<file path="config.mk">
export PLATFORM = sky130hd
export DESIGN_NAME = fm_freq_word_bank
export DESIGN_NICKNAME = d
export VERILOG_FILES = /design/src/rtl/fm_freq_word_bank.sv
export SDC_FILE = /design/constraint.sdc
export NUM_CORES = 1
export LEC_CHECK = 0
export ABC_AREA = 0
export CAP_MARGIN = 30
export CORE_AREA = 2 2 165 167
export CTS_BUF_LIST = sky130_fd_sc_hd__clkbuf_4 sky130_fd_sc_hd__clkbuf_8
export CTS_CLUSTER_SIZE = 20
export DETAILED_ROUTE_END_ITERATION = 8
export DIE_AREA = 0 0 167 169
export PLACE_DENSITY = 0.8
export REMOVE_ABC_BUFFERS = 1
export SYNTH_ARGS = -nofsm -noshare
export SYNTH_HDL_FRONTEND = slang
export SYNTH_SLANG_ARGS = --single-unit
</file>
<file path="constraint.sdc">
create_clock -name clk_i -period 1.7 [get_ports clk_i]
set_input_delay 0.34 -clock clk_i [delete_from_list [all_inputs] [get_ports clk_i]]
set_output_delay 0.34 -clock clk_i [all_outputs]
set_load 0.1 [all_outputs]
</file>
<file path="src/rtl/fm_freq_word_bank.sv">
// Double-buffered multi-channel tuning-word bank: host writes fill shadows, a committed
// transfer copies all shadows to the active words on the next phase-sync strobe.
// Optional shadow readback port is built when FM_FREQ_READBACK_EN is defined.
module fm_freq_word_bank #(
  parameter int WIDTH    = 48,
  parameter int CHANNELS = 4,
  parameter int CH_BITS  = 2
) (
  input  logic                      clk_i,
  input  logic                      rst_ni,
`ifdef FM_FREQ_READBACK_EN
  input  logic [CH_BITS-1:0]        rd_ch_i,
  output logic [WIDTH-1:0]          rd_data_o,
`endif
  input  logic                      wr_en_i,
  input  logic [CH_BITS-1:0]        wr_ch_i,
  input  logic [WIDTH-1:0]          wr_data_i,
  input  logic                      commit_req_i,
  input  logic                      commit_sync_i,
  output logic [CHANNELS*WIDTH-1:0] dout_o,
  output logic                      pending_o,
  output logic                      commit_ack_o,
  output logic                      err_overrun_o
);

  typedef enum logic {IDLE, ARMED} state_t;

  state_t           state_q, state_d;
  logic             commit_fire;
  logic             overrun_set;
  logic             ack_q;
  logic             err_q;
  logic [WIDTH-1:0] shadow_q [CHANNELS];
  logic [WIDTH-1:0] shadow_d [CHANNELS];
  logic [WIDTH-1:0] active_q [CHANNELS];

  // shadow_d is the post-write shadow; committing from it gives the same-cycle write bypass.
  for (genvar gi = 0; gi < CHANNELS; gi++) begin : g_ch
    logic wr_sel;
    assign wr_sel                        = wr_en_i && (wr_ch_i == CH_BITS'(gi));
    assign shadow_d[gi]                  = wr_sel ? wr_data_i : shadow_q[gi];
    assign dout_o[gi*WIDTH +: WIDTH]     = active_q[gi];
  end

  always_comb begin
    state_d     = state_q;
    commit_fire = 1'b0;
    overrun_set = 1'b0;
    case (state_q)
      IDLE: begin
        if (commit_req_i) state_d = ARMED;
      end
      ARMED: begin
        if (commit_sync_i) begin
          commit_fire = 1'b1;
          state_d     = IDLE;
        end else if (commit_req_i) begin
          overrun_set = 1'b1;
        end
      end
      default: state_d = IDLE;
    endcase
  end

  always_ff @(posedge clk_i or negedge rst_ni) begin
    if (!rst_ni) begin
      state_q <= IDLE;
      ack_q   <= 1'b0;
      err_q   <= 1'b0;
      for (int i = 0; i < CHANNELS; i++) begin
        shadow_q[i] <= '0;
        active_q[i] <= '0;
      end
    end else begin
      state_q <= state_d;
      ack_q   <= commit_fire;
      err_q   <= err_q | overrun_set;
      for (int i = 0; i < CHANNELS; i++) begin
        shadow_q[i] <= shadow_d[i];
        if (commit_fire) active_q[i] <= shadow_d[i];
      end
    end
  end

  assign pending_o     = (state_q == ARMED);
  assign commit_ack_o  = ack_q;
  assign err_overrun_o = err_q;

`ifdef FM_FREQ_READBACK_EN
  logic [WIDTH-1:0] rd_data_q, rd_data_d;

  // Unmapped channel addresses read back as zero.
  always_comb begin
    rd_data_d = '0;
    for (int i = 0; i < CHANNELS; i++) begin
      if (rd_ch_i == CH_BITS'(i)) rd_data_d = shadow_d[i];
    end
  end

  always_ff @(posedge clk_i or negedge rst_ni) begin
    if (!rst_ni) rd_data_q <= '0;
    else         rd_data_q <= rd_data_d;
  end

  assign rd_data_o = rd_data_q;
`endif

endmodule

</file>
==> results of run 1 <==
[routing by layer]
layer  wire length [um]  part of all wire
met1              15900              0.39
met2              20100              0.49
met4               1280             0.031
met3               3580             0.088
met5                  0                 0
[worst register-to-register path, delay by kind of cell (launching register included)]
| kind | cells | cell delay [ns] |
|---|---|---|
| buffers and inverters | 2 | 0.39 |
| flip-flops | 1 | 0.46 |
| AND/OR/NAND/NOR | 2 | 0.28 |
| AO/OA/AOI/OAI | 1 | 0.22 |
[power by group through the flow]
| stage | Clock [mW] | Combinational, mW | Sequential [mW] |
|---|---|---|---|
| floorplan | 0 | 2.02 | 19.5 |
| finish | 7.79 | 15.4 | 12.6 |
| CTS | 7.87 | 15.5 | 12.6 |
| global route | 8.34 | 15.9 | 12.7 |
| global placement | 0 | 15.1 | 12.6 |
| detailed placement | 0 | 15.4 | 12.7 |
[cell type report]
cell class | count | area share
clock buffer | 97 | 0.0566
timing repair buffer | 318 | 0.255
sequential | 387 | 0.465
multi-input combinational | 972 | 0.201
clock inverter | 4 | 0.00138
inverter | 1 | 0.000180
tap | 341 | 0.0205
[metrics by stage]
step           cell area [um^2]  hold WS [ns]   TNS, ns  std cells
2_1_floorplan             13900        0.0444  -1265.09       1360
4_1_cts                   20800         0.220         0       2120
6_report                  20800         0.225         0       2120
5_1_grt                   20800         0.235         0       2120
3_3_place_gp              19600         0.246    -28.09       2018
3_5_place_dp              19600         0.250    -48.88       2018
[cells in the final DEF, fill, tap and decap left out, drive strengths merged]
| cell type | count |
|---|---|
| a31oi | 192 |
| and2 | 1 |
| and3 | 1 |
| and3b | 2 |
| buf | 264 |
| clkbuf | 97 |
| clkdlybuf4s50 | 53 |
| clkinv | 1 |
| clkinvlp | 2 |
| dfrtp | 387 |
| dlygate4sd3 | 1 |
| inv | 2 |
| mux2i | 1 |
| nand2 | 577 |
| nand3 | 1 |
| nand3b | 2 |
| nor2 | 192 |
| nor3b | 1 |
| o21bai | 1 |
| or3b | 1 |
[path summary, 6_finish.rpt]
check	endpoint	slack, ns	cells past startpoint
worst max-delay path	dout_o[16]	0.08	1
worst min-delay path	dout_o[52]	0.23	2
worst max register to register	dout_o[132]	0.24	5
worst min register to register	shadow_q[14]	0.47	2
max in group asynchronous	dout_o[36]	0.65	3
min in group clk_i	pending_o	0.37	3
[logic make-up (layout without fill, tap and decap cells)]
| family | count (synthesis) | in the layout | share of synthesized area |
|---|---|---|---|
| mux | 1 | 1 | 0.000701 |
| flops | 387 | 387 | 0.678 |
| simple gates | 778 | 778 | 0.207 |
| compound gates | 193 | 193 | 0.0846 |
| buf+inv | 84 | 420 | 0.0294 |
[sequential cells by signal, summed over array words and instances, names as in the netlist]
name           flops
err_overrun_o      1
shadow_q         192
pending_o          1
commit_ack_o       1
dout_o           192
==> metrics.md, run 1 <==
| Metric | Value |
|---|---|
| Ys Warns | `0` |
| Worst slack, placed | `-0.347 ns` |
| Cell family with most CP delay | `flip-flops` |
| Synthesized cell area | `14300 um^2` |
| First-pass GRT wire length | `65700 um` |
| # hold bufs at CTS | `1` |
| Design Power | `35.8 mW` |
| Gate power share | `0.431` |
| P_leak | `10.1 nW` |
| Post-synth EDFFs | `0` |
| Sequential share of power | `0.352` |
| Unrepaired setup endpoints after global routing | `false` |
| Critical Path, Cell by Cell | `buf_12` |
| Ys async rst share | `1.00` |
| VDD IR max | `0.00115 V` |
| Busiest grt layer | `met2` |
| DPL Wire Length | `27100 um` |
| Pin count of the biggest net entering global routing | `97` |
| Syn Inst Count | `1443` |
| Layout cells sized above 1 | `0.209` |
| Switching share of power | `0.427` |
| Synth Register Bits | `387` |
| Via density | `5.74` |
| Most frequent cell after synthesis | `nand2_1` |
| Die Ht | `169 um` |
| IO Count | `250` |
| CP max stage cell | `dfrtp_1` |
| M1 GR Usage | `0.378` |
| Via count | `12.2k` |
| CTS tree | `done` |
| Clock latency on the worst-skew pair | `0.60 ns` |
| Core Area | `26500 um^2` |
| Top cells by area, synth | `dfrtp_1, nand2_1, a31oi_1` |
| Start point of the critical path | `dout_o[16]` |
| Total CTS buffers | `59` |
| Slew Viols, Final | `0` |
| Num Clock Sinks | `387` |
| Clock Root Buffer | `clkbuf_8` |
| Most instantiated cells after synthesis | `nand2_1, dfrtp_1, a31oi_1, nor2_1, buf_2` |
| Power Density | `1720 nW/um^2` |
| Reg clk slew, reported paths | `0.06 ns` |
| Worst slew pin tran | `0.491 ns` |
| Final Skew | `0.0268 ns` |
| CP peak stage delay | `0.46 ns` |
| CTS H-tree depth | `2` |
| Post-cts sizing count | `0` |
| Tot GR Track Use | `0.292` |
| Vias in the first global route | `12.9k` |
| 1st-pass router iterations | `5` |
| Final antenna-violating net count | `0` |
| CP Launch Type | `flip-flop` |
| Clock Tree Buf Depth | `3` |
| Multi-input logic area | `4190 um^2` |
| Worst Setup Path Type | `reg -> out` |
| Register area | `9680 um^2` |
| Setup bufs post-CTS | `0` |
| Final core utilization | `0.786` |
| Starting DRT DRC Count | `1215` |
| Layout fillers | `1531` |
| Total grt overflow | `0` |
| Hold Crit Class | `in -> async` |
| Net count reported at finish | `1794` |
| Port bufs | `249` |
| GPL Wtd Cong | `0.795` |
| Met3 Use GR | `0.0657` |
| CP Max Fanout | `2` |
| Data arrival time of the worst path | `1.28 ns` |
| Critical Path Sink Type | `primary output` |
| Initial antenna violation count | `0` |
| Crit path buffers/inverters | `1` |
| Synth unique cells | `19` |
| Post-synthesis average cell area | `9.90 um^2` |
| Max-cap check violation count | `0` |
| Chip width | `167 um` |
| Top_reg_cell synth | `dfrtp_1` |
| Routed len/inst | `19.3 um` |
| Register area share after synthesis | `0.678` |
| Max Clock Freq | `0.618 GHz` |
| Outcome | `complete, no violations` |
| Switching pwr | `15.3 mW` |
| Data required, critical path | `1.36 ns` |
| Antenna cells | `0` |
| Area fraction of the dominant cell type after synthesis | `0.678` |
| Setup violations, final | `0` |
| Met2 GRT Util | `0.484` |
| Area grow syn2layout | `45.9%` |
| DRC viols | `0` |
| Initial Util | `0.539` |
| Internal | `20.5 mW` |
| Period utilization | `0.952` |
| FP Rows | `60` |
| Yosys top cell by area | `dfrtp_1` |
| Reg-to-reg startpoint | `pending_o` |
| Hold Vio Cnt, Final | `0` |
| Total Die Area | `28200 um^2` |
| Slew headroom | `0.673` |
| Min cycle time layout | `1.62 ns` |
| Routed WL | `40900 um` |
| Setup WS post-layout | `0.0817 ns` |
| Clock power share | `0.218` |
(Power assumes the default switching activity.)
==> run 2: changes to the inputs <==
- CORE_AREA: 2 2 165 167 -> 2 2 160 162
- CTS_CLUSTER_DIAMETER: not set -> 200
- DIE_AREA: 0 0 167 169 -> 0 0 162 164
- PLACE_DENSITY: 0.8 -> 0.84
- clock period: 1.7 -> 1.9 ns (I/O delays scaled with it)
==> run 2 against run 1 <==
Against the previous run:
- combinational power down 25%
- register-to-register slack better by 0.18 ns
- worst hold slack better by 0.087 ns
- design area down 15%
- clock-buffer cell count down 74
- die area down 5.9%
- power down 28%
- non-clock buffer count down 14
- setup slack better by 0.090 ns
- clock skew up 0.0024 ns
- largest cell class unchanged
- highest routed layer unchanged
==> metrics.md, run 2 (synthesis gave the netlist of run 1 again) <==
| Metric | Value |
|---|---|
| Layout cells sized above 1 | `0.167 (-0.0421)` |
| Chip width | `162 um (-3.0%)` |
| DRC viols | `0 (unchanged)` |
| Routed len/inst | `18.1 um (-6.2%)` |
| Worst slack, placed | `-0.126 ns (+0.221 ns)` |
| Clock Root Buffer | `clkbuf_8` |
| Min cycle time layout | `1.73 ns` |
| CP Max Fanout | `2 (unchanged)` |
| Pin count of the biggest net entering global routing | `62 (-36%)` |
| First-pass GRT wire length | `58900 um (-10%)` |
| Initial Util | `0.575 (+0.0365)` |
| # hold bufs at CTS | `1 (unchanged)` |
| Outcome | `complete, no violations` |
| Num Clock Sinks | `387 (unchanged)` |
| Setup violations, final | `0 (unchanged)` |
| Setup bufs post-CTS | `0 (unchanged)` |
| Total grt overflow | `0 (unchanged)` |
| Area grow syn2layout | `23.5%` |
| Starting DRT DRC Count | `883 (-27%)` |
| Period utilization | `0.909` |
| P_leak | `8.69 nW (-14%)` |
| CTS H-tree depth | `1 (-1)` |
| Worst Setup Path Type | `reg -> out` |
| Clock latency on the worst-skew pair | `0.58 ns (-0.02 ns)` |
| Reg clk slew, reported paths | `0.12 ns (+0.06 ns)` |
| VDD IR max | `0.00111 V (-3.7%)` |
| Routed WL | `36500 um (-11%)` |
| Cell family with most CP delay | `flip-flops` |
| GPL Wtd Cong | `0.806 (+1.3%)` |
| Vias in the first global route | `11.6k (-10%)` |
| Port bufs | `249 (unchanged)` |
| Data arrival time of the worst path | `1.35 ns (+0.07 ns)` |
| Hold Crit Class | `in -> async` |
| IO Count | `250 (unchanged)` |
| Reg-to-reg startpoint | `pending_o` |
| CP max stage cell | `dfrtp_1` |
| Setup WS post-layout | `0.172 ns (+0.0902 ns)` |
| Final Skew | `0.0292 ns (+0.00238 ns)` |
| Power Density | `1460 nW/um^2 (-15%)` |
| Via count | `11.5k (-5.9%)` |
| Clock Tree Buf Depth | `3 (unchanged)` |
| Hold Vio Cnt, Final | `0 (unchanged)` |
| Net count reported at finish | `1744 (-2.8%)` |
| Antenna cells | `0 (unchanged)` |
| Data required, critical path | `1.52 ns (+0.16 ns)` |
| Worst slew pin tran | `0.484 ns (-0.00732 ns)` |
| Start point of the critical path | `dout_o[169]` |
| Total Die Area | `26600 um^2 (-5.9%)` |
| Commonest cells after routing, fill and taps aside | `nand2_1, dfrtp_1, buf_4, nor2_1, a31oi_1` |
| Crit path buffers/inverters | `1 (unchanged)` |
| Final antenna-violating net count | `0 (unchanged)` |
| CP Launch Type | `flip-flop` |
| Critical Path, Cell by Cell | `buf_4` |
| Tot GR Track Use | `0.278 (-0.0135)` |
| Worst hold margin | `0.312 ns (+0.0870 ns)` |
| Max-cap check violation count | `0 (unchanged)` |
| Post-cts sizing count | `0 (unchanged)` |
| DPL Wire Length | `24700 um (-8.6%)` |
| Max Clock Freq | `0.579 GHz` |
| 1st-pass router iterations | `6 (+1)` |
| Via density | `5.67 (-1.1%)` |
| Slew headroom | `0.678 (+0.00488)` |
| Die Ht | `164 um (-3.0%)` |
| Slew Viols, Final | `0 (unchanged)` |
| FP Rows | `58 (-3.3%)` |
| Initial antenna violation count | `0 (unchanged)` |
| Core Area | `24800 um^2 (-6.3%)` |
| Critical Path Sink Type | `primary output` |
| CTS tree | `done` |
| CP peak stage delay | `0.44 ns (-0.02 ns)` |
| Total CTS buffers | `23 (-61%)` |
| Most common cell after layout, fill and taps aside | `nand2_1` |
| Unrepaired setup endpoints after global routing | `false` |
==> run 2: cell types whose count changed in the layout (fill, tap and decap cells not counted) <==
cell / change
buf_12: -177
buf_4: +163
clkbuf_4: -25
clkbuf_8: -49
clkinv_2: -1
clkinv_8: +1
clkinvlp_4: -1
inv_6: -1
==> run 2: cell type report <==
class / instances / area, um^2
Clock buffer: 23 / 317
Clock inverter: 2 / 23.8
Fill cell: 1774 / 7180
Inverter: 1 / 3.75
Multi-Input combinational cell: 972 / 4190
Sequential cell: 387 / 9680
Tap cell: 330 / 413
Timing Repair Buffer: 304 / 3000
==> run 2: report_power, final <==
group / switching (mW) / internal [mW] / leakage (nW)
sequential: 0.915 / 9.79 / 4.62
combinational: 9.05 / 2.43 / 3.90
clock: 2.42 / 1.12 / 0.172
total: 12.4 / 13.3 / 8.69
==> run 2: metal layers <==
layer | vias up | wire length (um) | track usage | part of all wire
met5 | - | 0 | 0 | 0
met2 | 472 | 17800 | 0.459 | 0.49
li1 | 5196 | - | - | -
met4 | 0 | 853 | 0.0720 | 0.023
met3 | 74 | 2910 | 0.0551 | 0.080
met1 | 5708 | 14900 | 0.385 | 0.41
==> run 2: final timing paths <==
| path | endpoint | slack, ns | cells after the start |
|---|---|---|---|
| max | dout_o[169] | 0.17 | 1 |
| max in group asynchronous | dout_o[74] | 0.84 | 3 |
| max reg2reg | dout_o[76] | 0.42 | 5 |
| min | shadow_q[47] | 0.31 | 2 |
| min reg2reg | shadow_q[98] | 0.48 | 2 |
| min in group clk_i | pending_o | 0.38 | 3 |
==> run 2: through the flow <==
stage                TNS, ns  total power, mW   util  std cells  instance area (um^2)
floorplan           -1218.41             19.3      -       1360                 13900
global placement           0             22.1  0.696       1993                 17300
detailed placement     -1.80             22.4  0.696       1993                 17300
CTS                        0             25.8  0.711       2019                 17600
global route               0             26.7  0.711       2019                 17600
finish                     0             25.7  0.711       2019                 17600
==> run 3: changes to the inputs <==
- CELL_PAD_IN_SITES_DETAIL_PLACEMENT: not set -> 0
- CELL_PAD_IN_SITES_GLOBAL_PLACEMENT: not set -> 1
- CORE_AREA: 2 2 160 162 -> 2 2 182 184
- DIE_AREA: 0 0 162 164 -> 0 0 184 186
==> run 3 against run 2 <==
Against the previous run:
- maximum frequency grew 1.3%
- sequential cell count is the same
- utilization shrank 16 points
- register-to-register slack gained 0.08 ns
- sequential share of layout area shrank 0.26 points
- power shrank 0.48%
- wire length shrank 0.56%
- sequential power is essentially flat
- clock-buffer cell count is the same
- die area grew 29%
- critical path depth is the same
- largest power group unchanged
- highest routed layer unchanged
==> metrics.md, run 3 (synthesis gave the netlist of run 1 again) <==
| Metric | Value |
|---|---|
| Min cycle time layout | `1.71 ns (-0.0224 ns)` |
| Routed len/inst | `17.3 um (-4.3%)` |
| Worst Setup Path Type | `reg -> out` |
| Max-cap check violation count | `0 (unchanged)` |
| CP peak stage delay | `0.44 ns (about the same)` |
| Via density | `5.27 (-7.1%)` |
| Via count | `11.0k (-3.5%)` |
| Tot GR Track Use | `0.214 (-0.0640)` |
| CTS H-tree depth | `1 (unchanged)` |
| Worst hold margin | `0.263 ns (-0.0489 ns)` |
| Crit path buffers/inverters | `1 (unchanged)` |
| DRC viols | `0 (unchanged)` |
| Port bufs | `249 (unchanged)` |
| Clock Root Buffer | `clkbuf_8` |
| CTS tree | `done` |
| Data required, critical path | `1.52 ns (about the same)` |
| Power Density | `1440 nW/um^2 (-0.95%)` |
| Num Clock Sinks | `387 (unchanged)` |
| Initial Util | `0.443 (-0.132)` |
| Total grt overflow | `0 (unchanged)` |
| Critical Path, Cell by Cell | `buf_4` |
| Commonest cells after routing, fill and taps aside | `nand2_1, dfrtp_1, buf_4, nor2_1, a31oi_1` |
| Hold Crit Class | `in -> async` |
| Area grow syn2layout | `24.1%` |
| Total Die Area | `34200 um^2 (+29%)` |
| Antenna cells | `0 (unchanged)` |
| Clock latency on the worst-skew pair | `0.56 ns (-0.02 ns)` |
| CP max stage cell | `dfrtp_1` |
| Pin count of the biggest net entering global routing | `68 (+9.7%)` |
| Slew headroom | `0.760 (+0.0827)` |
| 1st-pass router iterations | `5 (-1)` |
| Unrepaired setup endpoints after global routing | `false` |
| Max Clock Freq | `0.586 GHz (+1.3%)` |
| Worst slew pin tran | `0.360 ns (-0.124 ns)` |
| Routed WL | `36300 um (-0.56%)` |
| Final Skew | `0.0239 ns (-0.00527 ns)` |
| P_leak | `8.70 nW (about the same)` |
| FP Rows | `66 (+14%)` |
| Final core utilization | `0.550 (-0.160)` |
| Hold Vio Cnt, Final | `0 (unchanged)` |
| Layout fillers | `2878 (+62%)` |
| VDD IR max | `0.00101 V (-9.3%)` |
| Setup bufs post-CTS | `0 (unchanged)` |
| DPL Wire Length | `24500 um (-1.0%)` |
| Slew Viols, Final | `0 (unchanged)` |
| IO Count | `250 (unchanged)` |
| Total CTS buffers | `23 (unchanged)` |
| Most common cell after layout, fill and taps aside | `nand2_1` |
| Critical Path Sink Type | `primary output` |
| Die Ht | `186 um (+13%)` |
| Outcome | `complete, no violations` |
| Final antenna-violating net count | `0 (unchanged)` |
| CP Max Fanout | `2 (unchanged)` |
| Net count reported at finish | `1745 (+0.057%)` |
| First-pass GRT wire length | `57900 um (-1.7%)` |
| Starting DRT DRC Count | `818 (-7.4%)` |
| Initial antenna violation count | `0 (unchanged)` |
| Setup violations, final | `0 (unchanged)` |
| Reg clk slew, reported paths | `0.12 ns (about the same)` |
| Vias in the first global route | `10.8k (-6.8%)` |
| Design Power | `25.6 mW (-0.48%)` |
| GPL Wtd Cong | `0.766 (-5.0%)` |
| Data arrival time of the worst path | `1.33 ns (-0.02 ns)` |
| Core Area | `32200 um^2 (+30%)` |
| Clock Tree Buf Depth | `3 (unchanged)` |
| Layout cells sized above 1 | `0.167 (unchanged)` |
| Chip width | `184 um (+14%)` |
| CP Launch Type | `flip-flop` |
| Period utilization | `0.898 (-0.0118)` |
| Cell family with most CP delay | `flip-flops` |
[run 3: routing by layer]
layer	share of wire	GRT usage	routed length, um
met2	0.49	0.367	17800
met5	0	0	0
met1	0.44	0.295	15900
met4	0.016	0.0384	582
met3	0.056	0.0317	2030
[run 3: final timing paths]
path	end	cells after the start	slack, ns	start
worst max register to register	dout_o[97]	5	0.50	pending_o
max in group asynchronous	shadow_q[115]	4	0.86	rst_ni
min in group clk_i	pending_o	3	0.38	commit_req_i
worst min register to register	shadow_q[1]	2	0.48	shadow_q[1]
worst max-delay path	dout_o[41]	1	0.19	dout_o[41]
worst min-delay path	dout_o[61]	2	0.26	rst_ni
[run 3: metrics by stage]
stage	instances	setup slack, ns	instance area [um^2]	setup TNS [ns]
after floorplan	1360	-6.27	13900	-1218.41
after global routing	2097	0.141	17700	0
final	2097	0.194	17700	0
after CTS	2097	0.168	17700	0
after global placement	2072	-0.0101	17400	-0.0547
after detailed placement	2072	-0.0433	17400	-0.589
[run 3: power by group]
part           leakage [nW]  total, mW  switching, mW  internal [mW]
Clock                 0.172       3.55           2.43           1.12
Combinational          3.90       11.3           8.94           2.41
Sequential             4.62       10.7          0.913           9.79
Total                  8.70       25.6           12.3           13.3
[run 3: area by class of cell]
type	instances	area (um^2)	area share
Inverter	1	3.75	0.000212
Clock inverter	1	16.3	0.000918
Sequential cell	387	9680	0.546
Clock buffer	23	317	0.0179
Timing Repair Buffer	305	3000	0.169
Multi-Input combinational cell	972	4190	0.237
Tap cell	408	510	0.0288
[run 3: repair_timing]
item / 4_1_cts / 5_1_grt
hold buffers: 1 / 0
gates resized for setup: 0 / 0
endpoints found under the hold margin: 42 / 0
